File: config.mk
export PLATFORM = sky130hd
export DESIGN_NAME = fetch_stage_flat
export DESIGN_NICKNAME = d
export VERILOG_FILES = /design/src/rtl/fetch_stage_pkg.sv /design/src/rtl/fetch_stage_if.sv /design/src/rtl/fetch_queue.sv /design/src/rtl/fetch_stage.sv /design/src/flat_wrapper.sv
export SDC_FILE = /design/constraint.sdc
export NUM_CORES = 1
export LEC_CHECK = 0
export CAP_MARGIN = 30
export CORE_MARGIN = 4
export CORE_UTILIZATION = 50
export DETAILED_ROUTE_END_ITERATION = 8
export PLACE_DENSITY = 0.84
export RECOVER_POWER = 50
export REMOVE_ABC_BUFFERS = 1
export SLEW_MARGIN = 15
export SYNTH_ARGS = -nofsm -noshare
export SYNTH_HDL_FRONTEND = slang
export SYNTH_SLANG_ARGS = --single-unit
File: constraint.sdc
create_clock -name clk -period 5.8 [get_ports clk]
set_clock_uncertainty 0.1 [all_clocks]
set_input_delay 1.16 -clock clk [delete_from_list [all_inputs] [get_ports clk]]
set_output_delay 1.16 -clock clk [all_outputs]
set_load 0.01 [all_outputs]
File: src/rtl/fetch_stage_pkg.sv
// Shared core definitions for the instruction-fetch stage: word width, NOP
// encoding, reset vector and the fetch-queue entry layout.
package fetch_stage_pkg;

  localparam int XLEN = 32;
  localparam logic [XLEN-1:0] INSTR_NOP        = 32'h0000_0013;  // addi x0,x0,0
  localparam logic [XLEN-1:0] RESET_PC_DEFAULT = 32'h0000_0000;

  typedef struct packed {
    logic [XLEN-1:0] pc;
    logic [XLEN-1:0] data;
    logic            filled;
  } fq_entry_t;

endpackage

File: src/rtl/fetch_stage_if.sv
// Instruction-memory port: valid/ready request channel plus in-order,
// always-accepted response channel.
interface fetch_stage_if;
  import fetch_stage_pkg::*;

  logic            imem_req_valid;
  logic            imem_req_ready;
  logic [XLEN-1:0] imem_addr;
  logic            imem_resp_valid;
  logic [XLEN-1:0] imem_resp_data;

  modport master (
    output imem_req_valid, imem_addr,
    input  imem_req_ready, imem_resp_valid, imem_resp_data
  );

  modport slave (
    input  imem_req_valid, imem_addr,
    output imem_req_ready, imem_resp_valid, imem_resp_data
  );
endinterface

File: src/rtl/fetch_queue.sv
// In-order fetch buffer: entries are allocated at the tail, filled oldest
// unfilled first and popped from the head; flush frees everything at once.
module fetch_queue
  import fetch_stage_pkg::*;
#(
  parameter int DEPTH = 2
) (
  input  logic                   clk,
  input  logic                   reset,
  input  logic                   flush,
  input  logic                   alloc,
  input  logic [XLEN-1:0]        alloc_pc,
  input  logic                   fill,
  input  logic [XLEN-1:0]        fill_data,
  input  logic                   pop,
  output logic [$clog2(DEPTH):0] count,
  output fq_entry_t              head,
  output logic                   has_unfilled,
  output logic [$clog2(DEPTH):0] unfilled_cnt
);

  localparam int PW = $clog2(DEPTH);
  localparam int CW = PW + 1;

  logic [XLEN-1:0] pc_q   [DEPTH];
  logic [XLEN-1:0] data_q [DEPTH];
  logic [DEPTH-1:0] filled_q;
  logic [PW-1:0]   head_ptr;
  logic [PW-1:0]   tail_ptr;
  logic [PW-1:0]   fill_ptr;
  logic            fill_ok;

  assign has_unfilled = (unfilled_cnt != '0);
  assign fill_ok      = fill && has_unfilled;
  // Unfilled entries are always the youngest ones, so the oldest sits just
  // behind the tail; a full count truncates to 0 and lands on the head.
  assign fill_ptr     = tail_ptr - PW'(unfilled_cnt);

  // NOTE: sequential state uses non-blocking assignments so every reader sees pre-edge values.
  always_ff @(posedge clk or posedge reset) begin
    if (reset) begin
      head_ptr     <= '0;
      tail_ptr     <= '0;
      count        <= '0;
      unfilled_cnt <= '0;
      filled_q     <= '0;
    end else if (flush) begin
      head_ptr     <= '0;
      tail_ptr     <= '0;
      count        <= '0;
      unfilled_cnt <= '0;
      filled_q     <= '0;
    end else begin
      if (alloc) begin
        filled_q[tail_ptr] <= 1'b0;
        tail_ptr           <= tail_ptr + PW'(1);
      end
      if (fill_ok) filled_q[fill_ptr] <= 1'b1;
      if (pop) begin
        filled_q[head_ptr] <= 1'b0;
        head_ptr           <= head_ptr + PW'(1);
      end
      count        <= count + CW'(alloc) - CW'(pop);
      unfilled_cnt <= unfilled_cnt + CW'(alloc) - CW'(fill_ok);
    end
  end

  // NOTE: payload arrays are not reset; count and filled bits alone decide validity.
  always_ff @(posedge clk) begin
    if (alloc)   pc_q[tail_ptr]   <= alloc_pc;
    if (fill_ok) data_q[fill_ptr] <= fill_data;
  end

  assign head = '{pc:     pc_q[head_ptr],
                  data:   data_q[head_ptr],
                  filled: filled_q[head_ptr] && (count != '0)};

endmodule

File: src/rtl/fetch_stage.sv
// RISC-V instruction-fetch stage: PC register, request gating, wrong-path
// response dropping and the hand-off of the queue head to pipeline_registers.
module fetch_stage
  import fetch_stage_pkg::*;
#(
  parameter logic [XLEN-1:0] RESET_PC  = RESET_PC_DEFAULT,
  parameter int              DEPTH     = 2,
  parameter logic [XLEN-1:0] NOP_INSTR = INSTR_NOP
) (
  input  logic             clk,
  input  logic             reset,
  input  logic             stall,
  input  logic             redirect,
  input  logic [XLEN-1:0]  redirect_pc,
  fetch_stage_if.master    imem,
  output logic [XLEN-1:0]  if_pc,
  output logic [XLEN-1:0]  if_instruction,
  output logic             if_valid
);

  localparam int CW = $clog2(DEPTH) + 1;

  logic [XLEN-1:0] pc;
  logic [CW-1:0]   drop_cnt;
  logic [CW-1:0]   q_count;
  logic [CW-1:0]   q_unfilled;
  logic            q_has_unfilled;
  fq_entry_t       q_head;
  logic            accept;
  logic            resp_drop;
  logic            resp_fill;
  logic            resp_consumed;
  logic            pop;

  assign imem.imem_req_valid = !reset && !redirect && (q_count < CW'(DEPTH));
  assign imem.imem_addr      = pc;
  assign accept              = imem.imem_req_valid && imem.imem_req_ready;

  assign resp_drop     = imem.imem_resp_valid && (drop_cnt != '0);
  assign resp_fill     = imem.imem_resp_valid && (drop_cnt == '0) && !redirect;
  // A response in the redirect cycle retires one outstanding request whether it
  // would have been dropped or would have filled an entry that is now flushed.
  assign resp_consumed = imem.imem_resp_valid && ((drop_cnt != '0) || q_has_unfilled);

  assign if_valid       = q_head.filled;
  assign if_pc          = if_valid ? q_head.pc   : '0;
  assign if_instruction = if_valid ? q_head.data : NOP_INSTR;
  assign pop            = if_valid && !stall && !redirect;

  fetch_queue #(.DEPTH(DEPTH)) u_queue (
    .clk          (clk),
    .reset        (reset),
    .flush        (redirect),
    .alloc        (accept),
    .alloc_pc     (pc),
    .fill         (resp_fill),
    .fill_data    (imem.imem_resp_data),
    .pop          (pop),
    .count        (q_count),
    .head         (q_head),
    .has_unfilled (q_has_unfilled),
    .unfilled_cnt (q_unfilled)
  );

  always_ff @(posedge clk or posedge reset) begin
    if (reset)         pc <= RESET_PC;
    else if (redirect) pc <= redirect_pc;
    else if (accept)   pc <= pc + 32'd4;
  end

  always_ff @(posedge clk or posedge reset) begin
    if (reset)          drop_cnt <= '0;
    else if (redirect)  drop_cnt <= drop_cnt + q_unfilled - CW'(resp_consumed);
    else if (resp_drop) drop_cnt <= drop_cnt - CW'(1);
  end

  always @(posedge clk) begin
    if (!reset) begin
      resp_has_target: assert (!imem.imem_resp_valid || (drop_cnt != '0) || q_has_unfilled)
        else $error("fetch_stage: instruction response with no outstanding request");
    end
  end

endmodule
File: src/flat_wrapper.sv
// flat-port wrapper written by rule: the top's interface ports become plain ports
module fetch_stage_flat import fetch_stage_pkg::*;
#(
  parameter logic [XLEN-1:0] RESET_PC  = RESET_PC_DEFAULT,
  parameter int              DEPTH     = 2,
  parameter logic [XLEN-1:0] NOP_INSTR = INSTR_NOP
)
  (clk, reset, stall, redirect, redirect_pc, if_pc, if_instruction, if_valid, imem_imem_req_valid, imem_imem_addr, imem_imem_req_ready, imem_imem_resp_valid, imem_imem_resp_data);
  fetch_stage_if imem_i ();
  input  logic clk;
  input  logic reset;
  input  logic stall;
  input  logic redirect;
  input  logic [XLEN-1:0] redirect_pc;
  output logic [XLEN-1:0] if_pc;
  output logic [XLEN-1:0] if_instruction;
  output logic if_valid;
  output wire logic [$bits(imem_i.imem_req_valid)-1:0] imem_imem_req_valid;
  output wire logic [$bits(imem_i.imem_addr)-1:0] imem_imem_addr;
  input wire logic [$bits(imem_i.imem_req_ready)-1:0] imem_imem_req_ready;
  input wire logic [$bits(imem_i.imem_resp_valid)-1:0] imem_imem_resp_valid;
  input wire logic [$bits(imem_i.imem_resp_data)-1:0] imem_imem_resp_data;
  assign imem_imem_req_valid = imem_i.imem_req_valid;
  assign imem_imem_addr = imem_i.imem_addr;
  assign imem_i.imem_req_ready = imem_imem_req_ready;
  assign imem_i.imem_resp_valid = imem_imem_resp_valid;
  assign imem_i.imem_resp_data = imem_imem_resp_data;
  fetch_stage #(.RESET_PC(RESET_PC), .DEPTH(DEPTH), .NOP_INSTR(NOP_INSTR)) u_core (.clk(clk), .reset(reset), .stall(stall), .redirect(redirect), .redirect_pc(redirect_pc), .imem(imem_i), .if_pc(if_pc), .if_instruction(if_instruction), .if_valid(if_valid));
endmodule
==> results of run 1 <==
[through the flow]
| step | power (mW) | hold WS, ns |
|---|---|---|
| after detailed placement | 1.701 | 0.4113 |
| after global routing | 2.935 | 0.4385 |
| after floorplan | 1.550 | 0.4173 |
| after global placement | 1.681 | 0.3838 |
| after CTS | 2.856 | 0.4252 |
| final | 2.832 | 0.4033 |
[how the worst min path moves through the flow]
stage / to / slack [ns] / depth (start not counted)
floorplan: u_core.u_queue.filled_q[0] / 0.42 / 2
global placement: u_core.u_queue.pc_q[1][0] / 0.38 / 0
detailed placement: u_core.u_queue.pc_q[1][0] / 0.41 / 0
CTS: u_core.u_queue.pc_q[1][0] / 0.43 / 0
global route: u_core.u_queue.pc_q[1][0] / 0.44 / 0
finish: u_core.u_queue.pc_q[1][0] / 0.40 / 0
[Yosys cell counts, types with 3 or more instances]
library cell,number,area share
sky130_fd_sc_hd__o211ai_1,4,0.0041
sky130_fd_sc_hd__o21ai_0,13,0.0090
sky130_fd_sc_hd__inv_1,14,0.0072
sky130_fd_sc_hd__mux2_2,3,0.0047
sky130_fd_sc_hd__nor4_1,3,0.0026
sky130_fd_sc_hd__ha_1,8,0.014
sky130_fd_sc_hd__and3_1,5,0.0043
sky130_fd_sc_hd__o31ai_1,12,0.012
sky130_fd_sc_hd__dfrtp_1,42,0.14
sky130_fd_sc_hd__buf_1,5,0.0026
sky130_fd_sc_hd__nand3_1,14,0.0097
sky130_fd_sc_hd__mux2i_1,66,0.091
sky130_fd_sc_hd__a31oi_1,12,0.010
sky130_fd_sc_hd__nand4_1,10,0.0086
sky130_fd_sc_hd__xnor2_1,15,0.018
sky130_fd_sc_hd__or3_1,6,0.0052
sky130_fd_sc_hd__xor2_1,6,0.0072
sky130_fd_sc_hd__buf_2,4,0.0028
sky130_fd_sc_hd__or4_1,18,0.019
sky130_fd_sc_hd__clkbuf_1,21,0.011
sky130_fd_sc_hd__edfxtp_1,128,0.53
sky130_fd_sc_hd__nand2_1,34,0.018
sky130_fd_sc_hd__nor3_1,6,0.0041
sky130_fd_sc_hd__o311ai_0,4,0.0048
sky130_fd_sc_hd__nor2_1,82,0.042
[power by group]
part           internal (mW)  switching (mW)  total [mW]
clock                  0.714           0.446        1.16
combinational          0.130           0.123       0.253
sequential              1.36          0.0547        1.42
total                   2.21           0.623        2.83
[area by class of cell]
class	count	share of cell area
Tap cell	180	0.02307
Inverter	15	0.005766
Clock buffer	18	0.04395
Sequential cell	170	0.5017
Multi-Input combinational cell	334	0.2248
Timing Repair Buffer	177	0.1822
Antenna cell	1	0.0002563
Clock inverter	14	0.01832
[sequential cells by signal, indices dropped and copies added, names as in the netlist]
register	flops
u_core.u_queue.filled_q	2
u_core.imem.imem_addr	32
u_core.drop_cnt	2
u_core.u_queue.pc_q	64
u_core.u_queue.head_ptr	1
u_core.u_queue.tail_ptr	1
u_core.u_queue.unfilled_cnt	2
u_core.u_queue.data_q	64
u_core.u_queue.count	2
[layer usage]
layer | vias to the layer above | GRT usage
met2 | 210 | 0.3439
met4 | 0 | 0.07366
met3 | 21 | 0.06061
li1 | 2360 | -
met1 | 2483 | 0.2596
met5 | - | 0
[worst reg2reg max path, stage by stage (launching register included)]
cell and delay (ns):
sky130_fd_sc_hd__dfrtp_1 0.43, sky130_fd_sc_hd__nor3b_1 0.23, sky130_fd_sc_hd__buf_4 0.21, sky130_fd_sc_hd__nand2_1 0.13, sky130_fd_sc_hd__nor2_1 0.99, sky130_fd_sc_hd__buf_16 0.26
[cells by family (layout without fill, tap and decap cells)]
group / after synthesis / count (layout)
mux: 69 / 69
xor+xnor: 21 / 21
compound gates: 51 / 51
simple gates: 185 / 185
flops: 170 / 170
buf+inv: 45 / 224
fa+ha+maj: 8 / 8
other cells: 0 / 1
==> summary.txt, run 1 <==
Routing
  • Amount of wire on met2 after detailed routing: about 8.2 mm
  • First-pass detailed-route iteration total: 6
  • Count of unresolved DRC violations after routing: 0
  • Routed wirelength normalized by instance count: roughly 18 µm
  • Vias after detailed routing: ~5100
  • Routed length on met3: 1.339 mm
  • Initial drt markers: roughly 460
  • Max Used Layer: met4
  • Vias per cell: between 5 and 6
  • Final wirelength: 16.78 mm
  • Sum of routed wire segments on met1: between 6 and 7 mm
  • Post-route ant nets: 0

Critical path
  • Kind of start point of the critical path: input pin
  • Critical Setup Path Class: input pin to flop
  • Endpoint of the most critical setup path: u_core.u_queue.filled_q[1]
  • List of cells traversed by the critical path: dlygate4sd3_1, clkbuf_1, clkinv_1, and3_2, o21ba_2, a211oi_1
  • Slowest-stage cell, CP: sky130_fd_sc_hd__clkbuf_1
  • Data required time of the worst path: around 6.0 ns
  • Kind of cell adding the most delay to the critical path: buffers and inverters
  • Critical path arrival: 4.80 ns
  • Number of cell instances on the worst register-to-register path: 5
  • RR Endpoint: u_core.u_queue.pc_q[0][15]
  • Count of buffering cells on the critical path with inverters included: 3
  • Type of destination of the critical path: flop
  • Start point of the critical path: redirect
  • Crit path largest cell delay: around 1.4 ns
  • Reg-to-reg slack, setup: 3.15 ns
  • CP max FO: 46
  • Depth of the critical timing path with buffers and inverters included: 6
  • Reg2reg start: u_core.u_queue.count[1]

Status
  • Outcome: complete, but fails checks
  • Violated checks: max-capacitance violations, max-slew violations

STA
  • Fraction of the cycle the final worst path needs: 0.7928
  • Highest attainable clock frequency: between 200 and 250 MHz
  • Setup ws final: between 1 and 1.5 ns
  • RSZ-0062 raised after global routing: false
  • Number of slew-limit violations in the final report: 80
  • Setup TNS: 0 ns
  • Setup-failing EPs final: 0
  • Hold Violations, Final: 0
  • Transition time at the pin with the least slew margin: 1.961 ns
  • Relative slew slack: -0.3076
  • Final critical path time including I/O delays and setup: roughly 4.6 ns

Layout
  • Filler Cells Inserted: between 900 and 1000
  • Number of standard cells in the final layout excluding fillers: 909
  • Most common cell after layout, fill and taps aside: sky130_fd_sc_hd__edfxtp_1
  • Net count of the finished layout: between 700 and 800
  • Most frequent cells in the layout: 128 x sky130_fd_sc_hd__edfxtp_1, 112 x sky130_fd_sc_hd__clkdlybuf4s50_1, 82 x sky130_fd_sc_hd__nor2_1
  • Area growth syn-to-layout: 34.57%
  • Share of post-route cells with drive strength above 1: 0.06044
  • Sequential cell area: roughly 4900 µm²
  • Post-route cell area: ~9800 µm²
  • Fraction of the core area covered by cells at the end of the flow: 0.6954
  • Area occupied by multi-input gates: between 2000 and 2500 µm²

Worst hold path
  • Startpoint of the most critical hold path: u_core.imem.imem_addr[0]
  • Worst hold path class: flop to flop

Clock network
  • H-Tree Depth: 4
  • Clock latency at the later pin of the worst-skew pair: around 0.42 ns
  • Total of hold buffers inserted after clock tree synthesis: 0
  • Reg clk slew, reported paths: around 0.060 ns
  • Setup Fix Bufs, Post-CTS: 0
  • CTS tree: yes
  • Root buffer cell: sky130_fd_sc_hd__clkbuf_16
  • Largest buffer count on any clock path: 2
  • Total CTS buffers: 17
  • Sinks on the clock net: 170
  • Resized cells post-CTS: 0

Yosys
  • Largest family of logic cells by synthesized area: simple AND/OR/NAND/NOR gates
  • Mux share of post-synthesis cell area: 0.09571
  • Basic-gate share of the synthesized area counting and, or, nand and nor cells: 0.1200
  • Xor and xnor fraction of the mapped netlist area: 0.02535
  • Post-synthesis average cell area: ~13 µm²
  • Synth Cell Area: ~7300 µm²
  • Number of distinct standard cells referenced by the synthesized netlist: 36
  • Number of enable flip-flop cells after synthesis: around 130
  • Yosys warns: 0
  • Proportion of synthesized chip area in sequential cells: 0.6746
  • Share of flip-flops with an asynchronous set or reset: 0.2471
  • Post-Synthesis Cells: ~550
  • Post-synthesis adder-cell area fraction: 0.01380
  • Synthesized flop and latch total: 170
  • Compound-gate portion of the synthesized area: 0.04656
  • Primary flip-flop cell chosen by synthesis mapping: sky130_fd_sc_hd__edfxtp_1

Placed design
  • Worst slack at placement: around 2 ns
  • Area post-placement: 9134 µm²
  • Final estimated routing congestion in global placement: roughly 0.8
  • Post-Place Cells: ~870
  • Number of port buffers: between 150 and 200
  • HPWL after detailed placement: 11.15 mm

GRT
  • Initial antenna violation count: 0
  • Gr ovfl total: 0
  • Global-route wire length before repair: 26.38 mm
  • Vias in the first global route: roughly 5200
  • Combined global-route utilization of all metal layers: 0.2069
  • Largest net degree at the start of global routing: about 50

Die
  • Floorplan row count: 43
  • Area of the placeable core: approximately 14000 µm²
  • Initial core utilization: 0.5167
  • Horiz. Die Dim: 128.5 µm
  • Die H: roughly 130 µm
  • I/O pin cnt: roughly 170
  • Die outline area: approximately 17000 µm²

Job
  • Max-capacitance violation count: 2

Power and ir drop
  • Worst vdd ir: a little over 200 µV
  • Static Leak: 3.322 nW
  • P per Cell Area: 290.0 nW/µm²
(Power assumes the default switching activity.)
==> inputs of run 2 (changes only) <==
--- a/config.mk
+++ b/config.mk
@@ -7,9 +7,9 @@
 export LEC_CHECK = 0
 export CAP_MARGIN = 30
 export CORE_MARGIN = 4
-export CORE_UTILIZATION = 50
+export CORE_UTILIZATION = 45
 export DETAILED_ROUTE_END_ITERATION = 8
-export PLACE_DENSITY = 0.84
+export PLACE_DENSITY = 0.8
 export RECOVER_POWER = 50
 export REMOVE_ABC_BUFFERS = 1
 export SLEW_MARGIN = 15
==> constraint.sdc (replaced) <==
create_clock -name clk -period 4.2 [get_ports clk]
set_clock_uncertainty 0.1 [all_clocks]
set_input_delay 0.84 -clock clk [delete_from_list [all_inputs] [get_ports clk]]
set_output_delay 0.84 -clock clk [all_outputs]
set_load 0.01 [all_outputs]
==> summary.txt, run 2 (same netlist as run 1, synthesis figures left out) <==
Layout
  • Net count of the finished layout: 794 (+0.13%)
  • Area growth syn-to-layout: 35.04%
  • Most frequent cells in the layout: 132 x sky130_fd_sc_hd__clkdlybuf4s50_1, 128 x sky130_fd_sc_hd__edfxtp_1, 81 x sky130_fd_sc_hd__nor2_1
  • Share of post-route cells with drive strength above 1: 0.06036 (-0.00008291)
  • Fraction of the core area covered by cells at the end of the flow: 0.6191 (-0.07631)
  • Most common cell after layout, fill and taps aside: sky130_fd_sc_hd__clkdlybuf4s50_1
  • Number of standard cells in the final layout excluding fillers: 947 (+4.2%)
  • Post-route cell area: 9798 µm² (+0.35%)

Clock network
  • Resized cells post-CTS: 0 (unchanged)
  • Clock latency at the later pin of the worst-skew pair: 0.42 ns (about the same)
  • Sinks on the clock net: 170 (unchanged)
  • Root buffer cell: sky130_fd_sc_hd__clkbuf_16
  • H-Tree Depth: 4 (unchanged)
  • Total CTS buffers: 17 (unchanged)
  • Setup Fix Bufs, Post-CTS: 0 (unchanged)
  • Reg clk slew, reported paths: 0.06 ns (about the same)
  • Largest buffer count on any clock path: 2 (unchanged)
  • CTS tree: yes
  • Total of hold buffers inserted after clock tree synthesis: 0 (unchanged)

GRT
  • Global-route wire length before repair: 26.48 mm (+0.37%)
  • Largest net degree at the start of global routing: 43 (-12%)
  • Initial antenna violation count: 0 (unchanged)
  • Combined global-route utilization of all metal layers: 0.1869 (-0.02000)
  • Gr ovfl total: 0 (unchanged)
  • Vias in the first global route: 5065 (-1.9%)

STA
  • Transition time at the pin with the least slew margin: 1.298 ns (-0.6635 ns)
  • RSZ-0062 raised after global routing: false
  • Hold Violations, Final: 0 (unchanged)
  • Hold_ws: 0.3782 ns (-0.02510 ns)
  • Setup ws final: 0.4819 ns (-0.7198 ns)
  • Final critical path time including I/O delays and setup: 3.718 ns
  • Setup-failing EPs final: 0 (unchanged)
  • Setup TNS: 0 ns (unchanged)
  • Relative slew slack: 0.1347 (+0.4423)
  • Fraction of the cycle the final worst path needs: 0.8853
  • Number of slew-limit violations in the final report: 0 (-100%)
  • Highest attainable clock frequency: between 200 and 300 MHz

Power and ir drop
  • Static Leak: 3.308 nW (-0.41%)
  • P per Cell Area: 402.2 nW/µm² (+39%)
  • Total power: 3.941 mW (+39%)
  • Worst vdd ir: 274.7 µV (+33%)

Die
  • Die H: 135.0 µm (+5.1%)
  • Die outline area: 18220 µm² (+10%)
  • Initial core utilization: 0.4584 (-0.05829)
  • Area of the placeable core: 15830 µm² (+13%)
  • Floorplan row count: 46 (+7.0%)
  • Horiz. Die Dim: 135.0 µm (+5.1%)
  • I/O pin cnt: 168 (unchanged)

Worst hold path
  • Worst hold path class: flop to flop

Placed design
  • Final estimated routing congestion in global placement: 0.7840 (-2.3%)
  • Number of port buffers: 167 (unchanged)
  • Worst slack at placement: 0.7026 ns (-1.282 ns)
  • Post-Place Cells: 912 (+4.3%)
  • Area post-placement: 9189 µm² (+0.60%)
  • HPWL after detailed placement: 11.35 mm (+1.8%)

Job
  • Max-capacitance violation count: 0 (-2)

Critical path
  • Kind of start point of the critical path: flop
  • Critical path arrival: 2.78 ns (-2.02 ns)
  • Critical Setup Path Class: flop to output port
  • Data required time of the worst path: 3.26 ns (-2.74 ns)
  • CP max FO: 39 (-15%)
  • Type of destination of the critical path: output port

Routing
  • Routed wirelength normalized by instance count: 17.65 µm (-4.4%)
  • First-pass detailed-route iteration total: 6 (unchanged)
  • Vias per cell: 5.268 (-5.6%)
  • Initial drt markers: 348 (-25%)
  • Vias after detailed routing: 4989 (-1.7%)
  • Post-route ant nets: 0 (unchanged)
  • Final wirelength: 16.72 mm (-0.38%)
  • Count of unresolved DRC violations after routing: 0 (unchanged)

Status
  • Outcome: completed
==> run 2: changes by cell type in the layout (fill, tap and decap cells not counted), sizes merged <==
| cell | before | now |
|---|---|---|
| clkdlybuf4s50 | 112 | 132 |
| dlygate4sd3 | 55 | 34 |
| diode | 1 | 2 |
| inv | 14 | 15 |
| buf | 8 | 6 |
| clkinv | 9 | 4 |
| clkbuf | 20 | 28 |
==> run 2: report_power, final <==
| group | switching (mW) | total (mW) | internal, mW |
|---|---|---|---|
| sequential | 0.0747 | 1.96 | 1.88 |
| combinational | 0.165 | 0.349 | 0.185 |
| clock | 0.618 | 1.63 | 1.01 |
| total | 0.858 | 3.94 | 3.08 |
==> run 2: path summary, 6_finish.rpt <==
check | start | slack, ns | depth (start not counted) | endpoint
worst min-delay path | u_core.imem.imem_addr[0] | 0.38 | 0 | u_core.u_queue.pc_q[1][0]
worst max register to register | u_core.u_queue.count[1] | 1.61 | 4 | u_core.imem.imem_addr[26]
worst min register to register | u_core.imem.imem_addr[0] | 0.38 | 0 | u_core.u_queue.pc_q[1][0]
worst max-delay path | u_core.u_queue.head_ptr | 0.48 | 5 | if_instruction[12]
min in group asynchronous | reset | 1.00 | 2 | u_core.u_queue.head_ptr
max in group asynchronous | reset | 1.33 | 3 | u_core.imem.imem_addr[15]
==> run 2: routing by layer <==
| layer | vias to the layer above | part of all wire | GRT usage |
|---|---|---|---|
| met5 | - | 0 | 0 |
| met4 | 0 | 0.0070 | 0.05543 |
| met3 | 16 | 0.072 | 0.04881 |
| met2 | 210 | 0.48 | 0.3032 |
| met1 | 2392 | 0.44 | 0.2500 |
| li1 | 2371 | - | - |
==> run 2: final cells by class <==
| cell class | count | area, µm² |
|---|---|---|
| clock buffers | 22 | 454.2 |
| well taps | 216 | 270.3 |
| inverters | 15 | 56.30 |
| clock inverters | 10 | 166.4 |
| repair buffers | 178 | 1752 |
| diodes | 2 | 5.005 |
| flip-flops and latches | 170 | 4898 |
| multi-input cells | 334 | 2196 |
| fillers | 1175 | 6030 |
==> run 2: critical path: stages (launching register included) <==
cell and delay, ns:
sky130_fd_sc_hd__dfrtp_4 0.48, sky130_fd_sc_hd__mux2i_1 0.19, sky130_fd_sc_hd__or2_2 0.71, sky130_fd_sc_hd__buf_4 0.39
sky130_fd_sc_hd__nor2_1 0.10, sky130_fd_sc_hd__clkdlybuf4s50_1 0.48
==> inputs of run 3 (changes only) <==
--- a/config.mk
+++ b/config.mk
@@ -5,6 +5,7 @@
 export SDC_FILE = /design/constraint.sdc
 export NUM_CORES = 1
 export LEC_CHECK = 0
+export ABC_AREA = 0
 export CAP_MARGIN = 30
 export CORE_MARGIN = 4
 export CORE_UTILIZATION = 45
==> results of run 3 <==
No change in the layout: final DEF, timing and power equal those of run 2.
